===== src/rtl/cpu_clk_pkg.sv =====
// Shared definitions for the CPU clock-enable controller and its helpers.
package cpu_clk_pkg;

    // Controller state encoding, also driven straight out on the state port.
    typedef enum logic [1:0] {
        ST_IDLE   = 2'b00,
        ST_RUN    = 2'b01,
        ST_STEP   = 2'b10,
        ST_HALTED = 2'b11
    } state_e;

    // Smallest divisor that keeps cpu_en from ever being high two cycles in a row.
    localparam int MIN_DIV = 2;

    // Width of the issued-pulse counter.
    localparam int EN_CNT_W = 16;

endpackage


===== src/rtl/cpu_clock_controller_if.sv =====
// Board-side control and status signals of the CPU clock-enable controller.
interface cpu_clock_controller_if
    import cpu_clk_pkg::*;
#(
    parameter int CNT_WIDTH = 28
);
    logic                 run_sw;
    logic                 step_btn;
    logic                 halt_req;
    logic                 resume;
    logic [CNT_WIDTH-1:0] div_value;
    logic                 div_load;
    logic                 cpu_en;
    logic [1:0]           state;
    logic [EN_CNT_W-1:0]  en_count;

    // Board / CPU side: drives the controls, observes the enable and status.
    modport master (
        output run_sw, step_btn, halt_req, resume, div_value, div_load,
        input  cpu_en, state, en_count
    );

    // Controller side.
    modport slave (
        input  run_sw, step_btn, halt_req, resume, div_value, div_load,
        output cpu_en, state, en_count
    );
endinterface


===== src/rtl/step_debouncer.sv =====
// Push-button conditioner: 2-flop synchronizer, stability filter and
// rising-edge detect producing a single-cycle pulse per accepted press.
module step_debouncer #(
    parameter int DB_CYCLES = 50000
) (
    input  logic clock_in,
    input  logic reset_n,
    input  logic btn_raw,
    output logic step_pulse
);
    localparam int DB_W = $clog2(DB_CYCLES + 1);

    logic            sync1_q, sync1_d;
    logic            sync2_q, sync2_d;
    logic            level_q, level_d;
    logic [DB_W-1:0] db_cnt_q, db_cnt_d;
    logic            pulse_q, pulse_d;

    // Accept a new level only after it has differed from the stable level for DB_CYCLES cycles.
    always_comb begin
        // NOTE: every _d gets a default first so no path through the block can infer a latch.
        sync1_d  = btn_raw;
        sync2_d  = sync1_q;
        level_d  = level_q;
        db_cnt_d = '0;
        pulse_d  = 1'b0;
        if (sync2_q != level_q) begin
            if (db_cnt_q == DB_W'(DB_CYCLES - 1)) begin
                level_d = sync2_q;
                pulse_d = sync2_q;
            end else begin
                db_cnt_d = db_cnt_q + DB_W'(1);
            end
        end
    end

    // Synchronizer, filter and edge registers.
    always_ff @(posedge clock_in or negedge reset_n) begin
        if (!reset_n) begin
            sync1_q  <= 1'b0;
            sync2_q  <= 1'b0;
            level_q  <= 1'b0;
            db_cnt_q <= '0;
            pulse_q  <= 1'b0;
        end else begin
            // NOTE: non-blocking so every flop samples pre-edge values, giving a true shift chain.
            sync1_q  <= sync1_d;
            sync2_q  <= sync2_d;
            level_q  <= level_d;
            db_cnt_q <= db_cnt_d;
            pulse_q  <= pulse_d;
        end
    end

    assign step_pulse = pulse_q;

endmodule


===== src/rtl/cpu_clock_controller.sv =====
// Produces the processor clock-enable pulse: free-running divided rate in RUN,
// one pulse per debounced button press in STEP, frozen while HALTED.
module cpu_clock_controller
    import cpu_clk_pkg::*;
#(
    parameter int CNT_WIDTH   = 28,
    parameter int DEFAULT_DIV = 50000,
    parameter int DB_CYCLES   = 50000
) (
    input logic                   clock_in,
    input logic                   reset_n,
    cpu_clock_controller_if.slave bus
);
    state_e               state_q, state_d;
    logic [CNT_WIDTH-1:0] cnt_q, cnt_d;
    logic [CNT_WIDTH-1:0] div_q, div_d;
    logic                 cpu_en_q, cpu_en_d;
    logic [EN_CNT_W-1:0]  en_count_q, en_count_d;
    logic                 step_pulse;
    logic                 terminal;

    step_debouncer #(
        .DB_CYCLES (DB_CYCLES)
    ) u_step_db (
        .clock_in   (clock_in),
        .reset_n    (reset_n),
        .btn_raw    (bus.step_btn),
        .step_pulse (step_pulse)
    );

    assign terminal = (cnt_q == div_q - CNT_WIDTH'(1));

    // Next-state, period counter, divisor and pulse decision.
    always_comb begin
        state_d    = state_q;
        cnt_d      = cnt_q;
        div_d      = div_q;
        cpu_en_d   = 1'b0;
        en_count_d = en_count_q;

        unique case (state_q)
            ST_IDLE: begin
                state_d = bus.run_sw ? ST_RUN : ST_STEP;
                cnt_d   = '0;
            end
            ST_RUN: begin
                if (bus.halt_req) begin
                    state_d = ST_HALTED;
                    cnt_d   = '0;
                end else if (!bus.run_sw) begin
                    state_d = ST_STEP;
                    cnt_d   = '0;
                end else if (bus.div_load) begin
                    cnt_d = '0;
                end else if (terminal) begin
                    cpu_en_d = 1'b1;
                    cnt_d    = '0;
                end else begin
                    cnt_d = cnt_q + CNT_WIDTH'(1);
                end
            end
            ST_STEP: begin
                if (bus.halt_req) begin
                    state_d = ST_HALTED;
                end else if (bus.run_sw) begin
                    state_d = ST_RUN;
                    cnt_d   = '0;
                end else if (step_pulse) begin
                    cpu_en_d = 1'b1;
                end
            end
            ST_HALTED: begin
                if (bus.resume && !bus.halt_req) begin
                    state_d = bus.run_sw ? ST_RUN : ST_STEP;
                    cnt_d   = '0;
                end
            end
            default: state_d = ST_IDLE;
        endcase

        // A divisor load applies in every state and restarts the period.
        if (bus.div_load) begin
            div_d = (bus.div_value < CNT_WIDTH'(MIN_DIV)) ? CNT_WIDTH'(MIN_DIV) : bus.div_value;
            cnt_d = '0;
        end

        if (cpu_en_d) begin
            en_count_d = en_count_q + EN_CNT_W'(1);
        end
    end

    // Controller registers; all outputs come straight from here.
    always_ff @(posedge clock_in or negedge reset_n) begin
        if (!reset_n) begin
            state_q    <= ST_IDLE;
            cnt_q      <= '0;
            div_q      <= CNT_WIDTH'(DEFAULT_DIV);
            cpu_en_q   <= 1'b0;
            en_count_q <= '0;
        end else begin
            state_q    <= state_d;
            cnt_q      <= cnt_d;
            div_q      <= div_d;
            cpu_en_q   <= cpu_en_d;
            en_count_q <= en_count_d;
        end
    end

    assign bus.cpu_en   = cpu_en_q;
    assign bus.state    = state_q;
    assign bus.en_count = en_count_q;

endmodule


===== src/flat_wrapper.sv =====
// flat-port wrapper written by rule: the top's interface ports become plain ports
module cpu_clock_controller_flat import cpu_clk_pkg::*;
#(
    parameter int CNT_WIDTH   = 28,
    parameter int DEFAULT_DIV = 50000,
    parameter int DB_CYCLES   = 50000
)
  (clock_in, reset_n, bus_run_sw, bus_step_btn, bus_halt_req, bus_resume, bus_div_value, bus_div_load, bus_cpu_en, bus_state, bus_en_count);
  cpu_clock_controller_if #(.CNT_WIDTH(CNT_WIDTH)) bus_i ();
  input logic clock_in;
  input logic reset_n;
  input wire logic [$bits(bus_i.run_sw)-1:0] bus_run_sw;
  input wire logic [$bits(bus_i.step_btn)-1:0] bus_step_btn;
  input wire logic [$bits(bus_i.halt_req)-1:0] bus_halt_req;
  input wire logic [$bits(bus_i.resume)-1:0] bus_resume;
  input wire logic [$bits(bus_i.div_value)-1:0] bus_div_value;
  input wire logic [$bits(bus_i.div_load)-1:0] bus_div_load;
  output wire logic [$bits(bus_i.cpu_en)-1:0] bus_cpu_en;
  output wire logic [$bits(bus_i.state)-1:0] bus_state;
  output wire logic [$bits(bus_i.en_count)-1:0] bus_en_count;
  assign bus_i.run_sw = bus_run_sw;
  assign bus_i.step_btn = bus_step_btn;
  assign bus_i.halt_req = bus_halt_req;
  assign bus_i.resume = bus_resume;
  assign bus_i.div_value = bus_div_value;
  assign bus_i.div_load = bus_div_load;
  assign bus_cpu_en = bus_i.cpu_en;
  assign bus_state = bus_i.state;
  assign bus_en_count = bus_i.en_count;
  cpu_clock_controller #(.CNT_WIDTH(CNT_WIDTH), .DEFAULT_DIV(DEFAULT_DIV), .DB_CYCLES(DB_CYCLES)) u_core (.clock_in(clock_in), .reset_n(reset_n), .bus(bus_i));
endmodule

===== config.mk =====
export PLATFORM = sky130hd
export DESIGN_NAME = cpu_clock_controller_flat
export DESIGN_NICKNAME = d
export VERILOG_FILES = /design/src/rtl/cpu_clk_pkg.sv /design/src/rtl/cpu_clock_controller_if.sv /design/src/rtl/step_debouncer.sv /design/src/rtl/cpu_clock_controller.sv /design/src/flat_wrapper.sv
export SDC_FILE = /design/constraint.sdc
export NUM_CORES = 1
export LEC_CHECK = 0
export CAP_MARGIN = 5
export CORE_ASPECT_RATIO = 0.75
export CORE_UTILIZATION = 30
export DETAILED_ROUTE_END_ITERATION = 10
export SYNTH_ARGS = -nofsm -noshare
export SYNTH_HDL_FRONTEND = slang
export SYNTH_SLANG_ARGS = --single-unit

===== constraint.sdc =====
create_clock -name clock_in -period 3.4 [get_ports clock_in]
set_input_delay 0.85 -clock clock_in [delete_from_list [all_inputs] [get_ports clock_in]]
set_output_delay 0.85 -clock clock_in [all_outputs]
set_load 0.005 [all_outputs]

## After elaboration in Yosys (flattened, before gate mapping)

Cells that the tools add are included.

| word-level totals | value |
|---|---|
| input bits | 35 |
| bits in registers | 95 |

| cells by class | value |
|---|---|
| add/subtract/negate cells | 4 |
| reduce and logical (&&, ||, !) cells | 6 |
| multiplexer cells | 28 |
| magnitude comparators | 1 |
| eq/ne operators | 12 |

Operators by type and width:

| kind | count |
|---|---|
| two-way mux 28 bit | 8 |
| case mux 28 bit (4 select lines) | 1 |
| adder 16 x 1 -> 16 bit, second input constant | 2 |
| two-way mux 16 bit | 2 |
| adder 28 x 1 -> 28 bit, second input constant | 1 |
| == test 28 bit | 1 |
| < comparator 28 x 2 -> 1 bit, second input constant | 1 |
| subtractor 28 x 1 -> 28 bit, second input constant | 1 |
| == test 16 bit, second input constant | 1 |
| two-way mux 2 bit | 6 |
| inequality test 3 bit, second input constant | 4 |
| two-way mux 1 bit | 9 |
| case mux 2 bit (4 select lines) | 1 |
| AND reduction 3 bit | 2 |
| == test 2 bit, second input constant | 2 |
| inequality test 3 x 2 -> 1 bit, second input constant | 1 |
| == test 2 x 1 -> 1 bit, second input constant | 1 |
| zero test 2 bit | 1 |
| inequality test 2 x 1 -> 1 bit, second input constant | 1 |
| case mux 1 bit (2 select lines) | 1 |
| AND reduction 2 bit | 1 |
| logical AND 1 bit | 1 |
| zero test 1 bit | 1 |
| inequality test 1 bit | 1 |

## Depth between registers and ports, before layout

Gate-level depths: netlist of run 1.

| depth | value |
|---|---|
| depth in word-level cells | 7 |
| depth in mapped cells | 13 |
| mapped depth without buffers | 11 |

## Hierarchy

A second synthesis of run 1 with hierarchy kept.

| unflattened totals | value |
|---|---|
| cells, all modules | 601 |
| area, all modules | 5776.8 µm² |

Modules (own cells, without submodules):

| module | area an instance (µm²) | cells an instance | instances | sequential area each (µm²) |
|---|---|---|---|---|
| cpu_clock_controller | 4849.7 | 515 | 1 | 1884.3 |
| step_debouncer | 927.1 | 86 | 1 | 500.5 |

## Worst setup path after synthesis of run 1

OpenSTA, ideal clock, no wires.

| path | value |
|---|---|
| kind | register to register |
| from | register u_core.div_q[0] |
| to | register u_core.cnt_q[22] |
| required time | 3276 ps |
| period minus slack after synthesis | 3294 ps |
| stages on the path, launching flop included | 14 |
| arrival | 3170 ps |
| setup slack | 106 ps |
| path through | dfrtp_1 > inv_1 > ha_1 > or3b_1 > buf_2 > nor2_1 > or4b_1 > a221oi_2 > nand4_1 > nor4_4 > nor2_1 > buf_2 > and3_1 > a211o_1 |

| on the way | value |
|---|---|
| cells in the longest elaborated chain, start to end | 7 |

RTL lines:

| element | line | RTL |
|---|---|---|
| from (decl) | cpu_clock_controller.sv:16 | `logic [CNT_WIDTH-1:0] div_q, div_d;` |
| from (signal assigned) | cpu_clock_controller.sv:97 | `div_q <= CNT_WIDTH'(DEFAULT_DIV);` |
| from (signal assigned) | cpu_clock_controller.sv:103 | `div_q <= div_d;` |
| subtractor 28 x 1 -> 28 bit | cpu_clock_controller.sv:31 | `assign terminal = (cnt_q == div_q - CNT_WIDTH'(1));` |
| == test 28 bit | cpu_clock_controller.sv:31 |  |
| two-way mux 28 bit | cpu_clock_controller.sv:55 | `end else if (terminal) begin` |
| two-way mux 28 bit | cpu_clock_controller.sv:50 | `end else if (!bus.run_sw) begin` |
| two-way mux 28 bit | cpu_clock_controller.sv:47 | `if (bus.halt_req) begin` |
| case mux 28 bit (4 select lines) | cpu_clock_controller.sv:41 | `unique case (state_q)` |
| two-way mux 28 bit | cpu_clock_controller.sv:82 | `if (bus.div_load) begin` |
| to (signal assigned) | cpu_clock_controller.sv:102 | `cnt_q <= cnt_d;` |
| to (decl) | cpu_clock_controller.sv:15 | `logic [CNT_WIDTH-1:0] cnt_q, cnt_d;` |

No other way between the ends.
A chain may end at the register's enable or synchronous reset.

## Worst setup path after layout of run 1

| path | value |
|---|---|
| from | register u_core.div_q[9] |
| to | register u_core.en_count_q[12] (netlist: u_core.bus.en_count[12]) |

| on the way | value |
|---|---|
| cells in the longest elaborated chain, start to end | 7 |

RTL lines:

| element | line | RTL |
|---|---|---|
| subtractor 28 x 1 -> 28 bit | cpu_clock_controller.sv:31 |  |
| == test 28 bit | cpu_clock_controller.sv:31 |  |
| two-way mux 1 bit | cpu_clock_controller.sv:55 |  |
| two-way mux 1 bit | cpu_clock_controller.sv:53 | `end else if (bus.div_load) begin` |
| two-way mux 1 bit | cpu_clock_controller.sv:50 |  |
| two-way mux 1 bit | cpu_clock_controller.sv:47 |  |
| case mux 1 bit (2 select lines) | cpu_clock_controller.sv:41 |  |
| to (signal assigned) | cpu_clock_controller.sv:105 | `en_count_q <= en_count_d;` |
| to (decl) | cpu_clock_controller.sv:18 | `logic [EN_CNT_W-1:0] en_count_q, en_count_d;` |

No other way between the ends.

==> impl_metrics.json, run 1 <==
{
  "crit_top_cell": "nor4_4",
  "ys.warnings.count": 0,
  "worst_slack_ns": 0.08417,
  "insertedDiodeCount": 0,
  "num_vias": 4620,
  "dieArea_um2": 19190,
  "critPathMaxStageDelay_ns": 0.56,
  "drtPass1Iterations": 5,
  "critPathBufInv": 1,
  "cts_tree": "built",
  "floorplan.initialDensity_pct": 31.20,
  "avgRoutedWirePerCell_um": 16.01,
  "drv_cap": 0,
  "grt.overflow.total": 0,
  "holdCritPathClass": "flip-flop to flip-flop",
  "cp_max_fo": 7,
  "synth_nets": 612,
  "period_needed_ns": 3.316,
  "grt_max_degree": 58,
  "core-area_um2": 17920,
  "muxShareOfSynthArea_pct": 6.735,
  "postLayoutCoreUtil_pct": 38.67,
  "io_buffers": 53,
  "synth_top_family_by_area": "simple AND/OR/NAND/NOR gates",
  "yosys.cell_types.count": 58,
  "numCtsBuffers": 9,
  "power_density_nw_per_um2": 399.2,
  "grt_pass1_vias": 4461,
  "final.period_utilization_pct": 97.52,
  "clock_insertion_delay_worst_skew_ns": 0.35,
  "clock_sinks": 95,
  "crit_path_top_delay_cell": "or4_4",
  "synth-simple-area-share_pct": 24.82,
  "row_count": 42,
  "synth-seq-cells": 95,
  "slew_headroom_pct": 49.23,
  "hpwlAfterDp_um": 10530,
  "grt_use_total_pct": 15.30,
  "cp.required_ns": 3.68,
  "ys.flop_type": "dfrtp_1",
  "path_clk_slew_ns": 0.07,
  "wirelength_um": 14300,
  "ctsLongestPathBuffers": 2,
  "criticalPathCategory": "flip-flop to flip-flop",
  "ys_async_sr_fraction_pct": 100.0,
  "gp_congestion": 0.9185,
  "drtIter0Drc": 251,
  "nets": 688,
  "yosysTopAreaCell": "dfrtp_1",
  "synth_fa_ha_area_share_pct": 1.566,
  "h-tree-depth": 3,
  "fin_skew_ns": 0.01051,
  "grt_pass1_wl_um": 23130,
  "die_h_um": 120.2,
  "hold_ws_ns": 0.3587,
  "syn_area_um2": 5592,
  "die_x_um": 159.6,
  "final_antenna_net_count": 0,
  "synth_compound_gate_area_share_pct": 9.778,
  "drive_above_1_share_pct": 17.05,
  "vias_per_cell": 5.174,
  "fill_cells": 1723,
  "area_growth_pct": 23.94,
  "cts_root_buf": "clkbuf_16",
  "cp-start-kind": "flip-flop",
  "drv_slew": 0,
  "synthTopCellsByArea": "dfrtp_1, mux2_2, xnor2_1, xor2_1, nand2_1",
  "worstMarginPinSlew_ns": 0.7616,
  "drcViolationCount": 0,
  "path_cells": "nor4_4 -> nand2_1 -> nor4_4 -> xnor2_1 -> or4_4 -> nor4_4 -> buf_4 -> a31oi_4 -> nor4_1 -> xor2_1",
  "antenna_found_initial": 0,
  "p_leak_nw": 2.859,
  "pin_count": 54,
  "fin_cells": 893,
  "dp_cells": 874,
  "ctsHoldBuffers": 0,
  "crit_family": "simple AND/OR/NAND/NOR gates",
  "worstPathArrival_ns": 3.60,
  "fmax_mhz": 301.6,
  "pre_cts_slack_ns": 0.01951,
  "status": "finished clean",
  "syn_area_per_cell_um2": 9.810,
  "hold_viol": 0,
  "finalSetupViolCount": 0,
  "peakVddDrop_mv": 0.2297,
  "yosys.area.top_type_share_pct": 39.83,
  "yosysSeqAreaShare_pct": 42.65,
  "cp-end-kind": "flip-flop",
  "synth_edf_count": 0,
  "synth_xor_area_share_pct": 11.59,
  "synthCells": 570
}
==> worst register-to-register path: stages (launching register included) <==
cell and delay (ns):
dfstp_2 0.43, nor4_4 0.47, nand2_1 0.22, nor4_4 0.28, xnor2_1 0.11, or4_4 0.56
nor4_4 0.29, buf_4 0.19, a31oi_4 0.13, nor4_1 0.40, xor2_1 0.17
==> synth_stat cells (all sizes together) (3+ instances only) <==
master	instances
xor2	37
o21ai	29
and3	17
ha	7
dfstp	6
nor3b	12
nand4	12
a31oi	7
nor4	26
o32a	3
nor3	27
mux2i	5
nand3b	4
nor2b	4
inv	16
nand3	29
or4	3
and2	8
mux2	29
buf	10
a21oi	10
nor2	38
nand2	47
a21o	9
dfrtp	89
o21a	3
xnor2	37
o211ai	3
nand2b	4
clkbuf	11
==> kinds of logic after synthesis <==
kind of cell	Yosys count
AO/OA/AOI/OAI	81
XOR/XNOR	74
adder cells (fa/ha/maj)	7
buffers and inverters	37
flip-flops	95
multiplexers	34
AND/OR/NAND/NOR	242
==> stage by stage <==
stage | TNS (ns) | instance area (µm²) | power [mW]
2_1_floorplan | 0 | 5592 | 1.602
3_3_place_gp | 0 | 6560 | 1.803
3_5_place_dp | 0 | 6560 | 1.824
4_1_cts | 0 | 6829 | 2.774
5_1_grt | -0.07590 | 6930 | 2.914
6_report | 0 | 6930 | 2.767
==> worst paths after layout <==
path,from,end,slack [ns],cells past startpoint
setup / recovery,u_core.div_q[9],u_core.bus.en_count[12],0.08,10
hold / removal,u_core.u_step_db.sync1_q,u_core.u_step_db.sync2_q,0.36,0
max in group asynchronous,reset_n,u_core.div_q[4],2.07,2
hold reg to reg,u_core.u_step_db.sync1_q,u_core.u_step_db.sync2_q,0.36,0
min in group asynchronous,reset_n,u_core.u_step_db.db_cnt_q[11],0.56,1
setup reg to reg,u_core.div_q[9],u_core.bus.en_count[12],0.08,10
==> power breakdown <==
| group | total [mW] | internal (mW) | switching (mW) |
|---|---|---|---|
| registers | 1.27 | 1.19 | 0.0772 |
| logic | 0.561 | 0.260 | 0.302 |
| clock network | 0.940 | 0.499 | 0.441 |
==> layout by cell type, fill, tap and decap left out, drive strengths merged, types with 3 or more instances in the layout <==
cell,n
o32a,3
dfstp,6
nand2b,4
clkdlybuf4s50,52
nor4,26
nand3,29
ha,7
a21oi,10
mux2,29
mux2i,5
o21a,3
xnor2,37
buf,33
o211ai,3
and2,8
inv,16
a31oi,8
nor3b,12
nor3,27
nand2,47
nor2,38
nand4,12
dfrtp,89
clkbuf,12
nand3b,4
nor2b,4
and3,17
or4,3
o21ai,29
xor2,37
a21o,9
==> flip-flops by register name, summed over array words and instances (netlist names) <==
register,flops
u_core.cnt_q,28
u_core.div_q,28
u_core.bus.en_count,16
u_core.u_step_db.db_cnt_q,16
u_core.bus.state,2
u_core.bus.cpu_en,1
u_core.u_step_db.level_q,1
u_core.u_step_db.step_pulse,1
u_core.u_step_db.sync1_q,1
u_core.u_step_db.sync2_q,1
==> per-layer routing <==
metal  share of wire, %  wire [µm]  track usage [%]  vias up
met4                1.0        146            4.267        0
met5                  0          0                0        -
met2                 46       6557            23.64      102
li1                   -          -                -     2199
met1                 48       6896            21.25     2310
met3                4.9        698            3.739        9
==> final cells by class <==
type / count / area, µm² / area share (%)
multi-input cells: 439 / 3124 / 45.08
flip-flops and latches: 95 / 2385 / 34.41
well taps: 242 / 302.8 / 4.369
clock buffers: 12 / 236.5 / 3.412
clock inverters: 4 / 32.53 / 0.4694
repair buffers: 85 / 789.5 / 11.39
inverters: 16 / 60.06 / 0.8666
==> repair_timing <==
item                       in CTS  in global routing
setup endpoints to repair       0                 30
resized for setup               0                 15
setup buffers                   0                  1
No activity file was read; power rests on OpenSTA's default activity.
==> inputs of run 2 (changes only) <==
--- a/config.mk
+++ b/config.mk
@@ -6,7 +6,8 @@
 export NUM_CORES = 1
 export LEC_CHECK = 0
 export CAP_MARGIN = 5
-export CORE_ASPECT_RATIO = 0.75
+export CORE_ASPECT_RATIO = 1.5
+export CORE_MARGIN = 1
 export CORE_UTILIZATION = 30
 export DETAILED_ROUTE_END_ITERATION = 10
 export SYNTH_ARGS = -nofsm -noshare
==> run 2 against run 1 <==
Compared with the run above: wire length up 3.6%; critical endpoint is now u_core.bus.en_count[11]; first-iteration DRC count down 20%; power grew 6.1%.
==> impl_metrics.json, run 2 (same netlist as run 1, synthesis figures left out) <==
{
  "status": "finished clean",
  "grt.overflow.total": 0,
  "cp-end-kind": "flip-flop",
  "criticalPathCategory": "flip-flop to flip-flop",
  "path_clk_slew_ns": 0.08,
  "finalSetupViolCount": 0,
  "multi_input_area_um2": 3133,
  "layout_commonest_cell": "dfrtp_1",
  "hpwlAfterDp_um": 10890,
  "internal_power_mw": 2.041,
  "p_sw_mw": 0.8944,
  "dp_cells": 879,
  "fmax_mhz": 303.0,
  "fin_skew_ns": 0.01715,
  "die_x_um": 113.5,
  "antenna_found_initial": 0,
  "worstPathArrival_ns": 3.58,
  "p_leak_nw": 2.895,
  "numCtsBuffers": 9,
  "grt_use_total_pct": 15.83,
  "nets": 687,
  "drive_above_1_share_pct": 18.46,
  "final.period_utilization_pct": 97.06,
  "die_h_um": 169.2,
  "cp-start-kind": "flip-flop",
  "worstHoldEndpoint": "u_core.u_step_db.sync2_q",
  "clkPwrFrac_pct": 38.0,
  "tns_ns": 0,
  "final_cell_mix": "dfrtp_1, clkdlybuf4s50_1, nand2_1",
  "gp_congestion": 0.8503,
  "rr_startpoint": "u_core.div_q[0]",
  "pin_count": 54,
  "peakVddDrop_mv": 0.2432,
  "cts_tree": "built",
  "period_needed_ns": 3.300,
  "grt_pass1_wl_um": 23780,
  "ctsHoldBuffers": 0,
  "rrSetupSlack_ns": 0.10,
  "final_antenna_net_count": 0,
  "drcViolationCount": 0,
  "reg.largest.list": "u_core.cnt_q x28, u_core.div_q x28",
  "core-area_um2": 18090,
  "clock_sinks": 95,
  "grt_pass1_vias": 4671,
  "hold_ws_ns": 0.3512,
  "grt_max_degree": 78,
  "drtPass1Iterations": 4,
  "hold_viol": 0,
  "fin_cells": 898,
  "dieArea_um2": 19200,
  "worstMarginPinSlew_ns": 1.004,
  "drv_cap": 0,
  "cts_root_buf": "clkbuf_16",
  "cp.required_ns": 3.68,
  "avgRoutedWirePerCell_um": 16.50,
  "drtIter0Drc": 201,
  "power_frac_comb_pct": 19.1,
  "power_density_nw_per_um2": 420.0,
  "cp_max_fo": 7,
  "worstRegToRegCells": 12,
  "wirelength_um": 14810,
  "io_buffers": 53,
  "insertedDiodeCount": 0,
  "floorplan.initialDensity_pct": 30.91,
  "clock_insertion_delay_worst_skew_ns": 0.36,
  "regArea_um2": 2385,
  "seqPwrFrac_pct": 42.9,
  "slew_headroom_pct": 33.04,
  "r2r_end": "u_core.bus.en_count[11]",
  "vias_per_cell": 5.106,
  "hp-start": "u_core.u_step_db.sync1_q",
  "fill_cells": 1797,
  "swShare_pct": 30.47,
  "num_vias": 4585,
  "drv_slew": 0,
  "ctsLongestPathBuffers": 2,
  "min_path_cells": 0,
  "holdCritPathClass": "flip-flop to flip-flop",
  "h-tree-depth": 3,
  "row_count": 60,
  "area_growth_pct": 24.99
}
==> run 2: changes by cell type in the layout (fill, tap and decap cells not counted), sizes merged <==
cell      before  now
inv           16   21
buf           33   32
bufinv         0    1
clkinvlp       2    0
clkinv         2    1
clkbuf        12    9
==> run 2: power groups by stage <==
stage | clock [mW] | combinational, mW | sequential (mW)
after floorplan | 0 | 0.336 | 1.27
after global placement | 0 | 0.530 | 1.28
after detailed placement | 0 | 0.543 | 1.28
after CTS | 1.14 | 0.554 | 1.26
after global routing | 1.18 | 0.617 | 1.27
final | 1.12 | 0.560 | 1.26
==> run 2: per-layer routing <==
layer	global-route usage [%]	vias up	wire (µm)
li1	-	2196	-
met1	17.28	2291	5868
met2	29.90	73	8196
met3	2.429	25	318
met4	6.693	0	429
met5	0	-	0
==> run 2: critical path, stage by stage, from the launching register on <==
cell	delay [ns]
dfrtp_1	0.37
inv_1	0.08
ha_2	0.19
or3b_4	0.41
nor2_1	0.11
or4b_4	0.47
a221oi_2	0.25
nand4_1	0.22
nor4_4	0.22
buf_6	0.18
a31oi_4	0.17
nor4_2	0.38
xor2_1	0.19
==> run 2: area by class of cell <==
class                           count  share of cell area, %
Multi-Input combinational cell    439                  44.83
Tap cell                          248                  4.440
Clock inverter                      7                  1.361
Clock buffer                        9                  3.222
Sequential cell                    95                  34.12
Inverter                           16                 0.8593
Timing Repair Buffer               84                  11.17
==> run 2: timing repair <==
action	4_1_cts	5_1_grt
gates cloned	1	0
setup endpoints to repair	10	27
buffers inserted	1	1
resized for setup	6	11
endpoints found under the hold margin	0	0
pin swaps	2	9
==> run 2: worst max-delay path by stage <==
stage	from	end	slack (ns)	cells past startpoint
2_1_floorplan	u_core.div_q[0]	u_core.cnt_q[22]	0.11	13
3_3_place_gp	u_core.div_q[0]	u_core.bus.en_count[13]	-0.005	12
3_5_place_dp	u_core.div_q[0]	u_core.bus.en_count[12]	-0.09	12
4_1_cts	u_core.div_q[0]	u_core.cnt_q[16]	0.02	13
5_1_grt	u_core.div_q[0]	u_core.bus.en_count[6]	-0.02	13
6_report	u_core.div_q[0]	u_core.bus.en_count[11]	0.10	12
==> run 2: metrics by stage <==
stage	worst slack (ns)	utilization (%)	area, µm²	total power [mW]
floorplan	0.1057	-	5592	1.602
global placement	-0.005264	36.26	6560	1.807
detailed placement	-0.09042	36.26	6560	1.823
CTS	0.02076	38.31	6932	2.954
global route	-0.01816	38.63	6989	3.062
finish	0.1001	38.63	6989	2.935
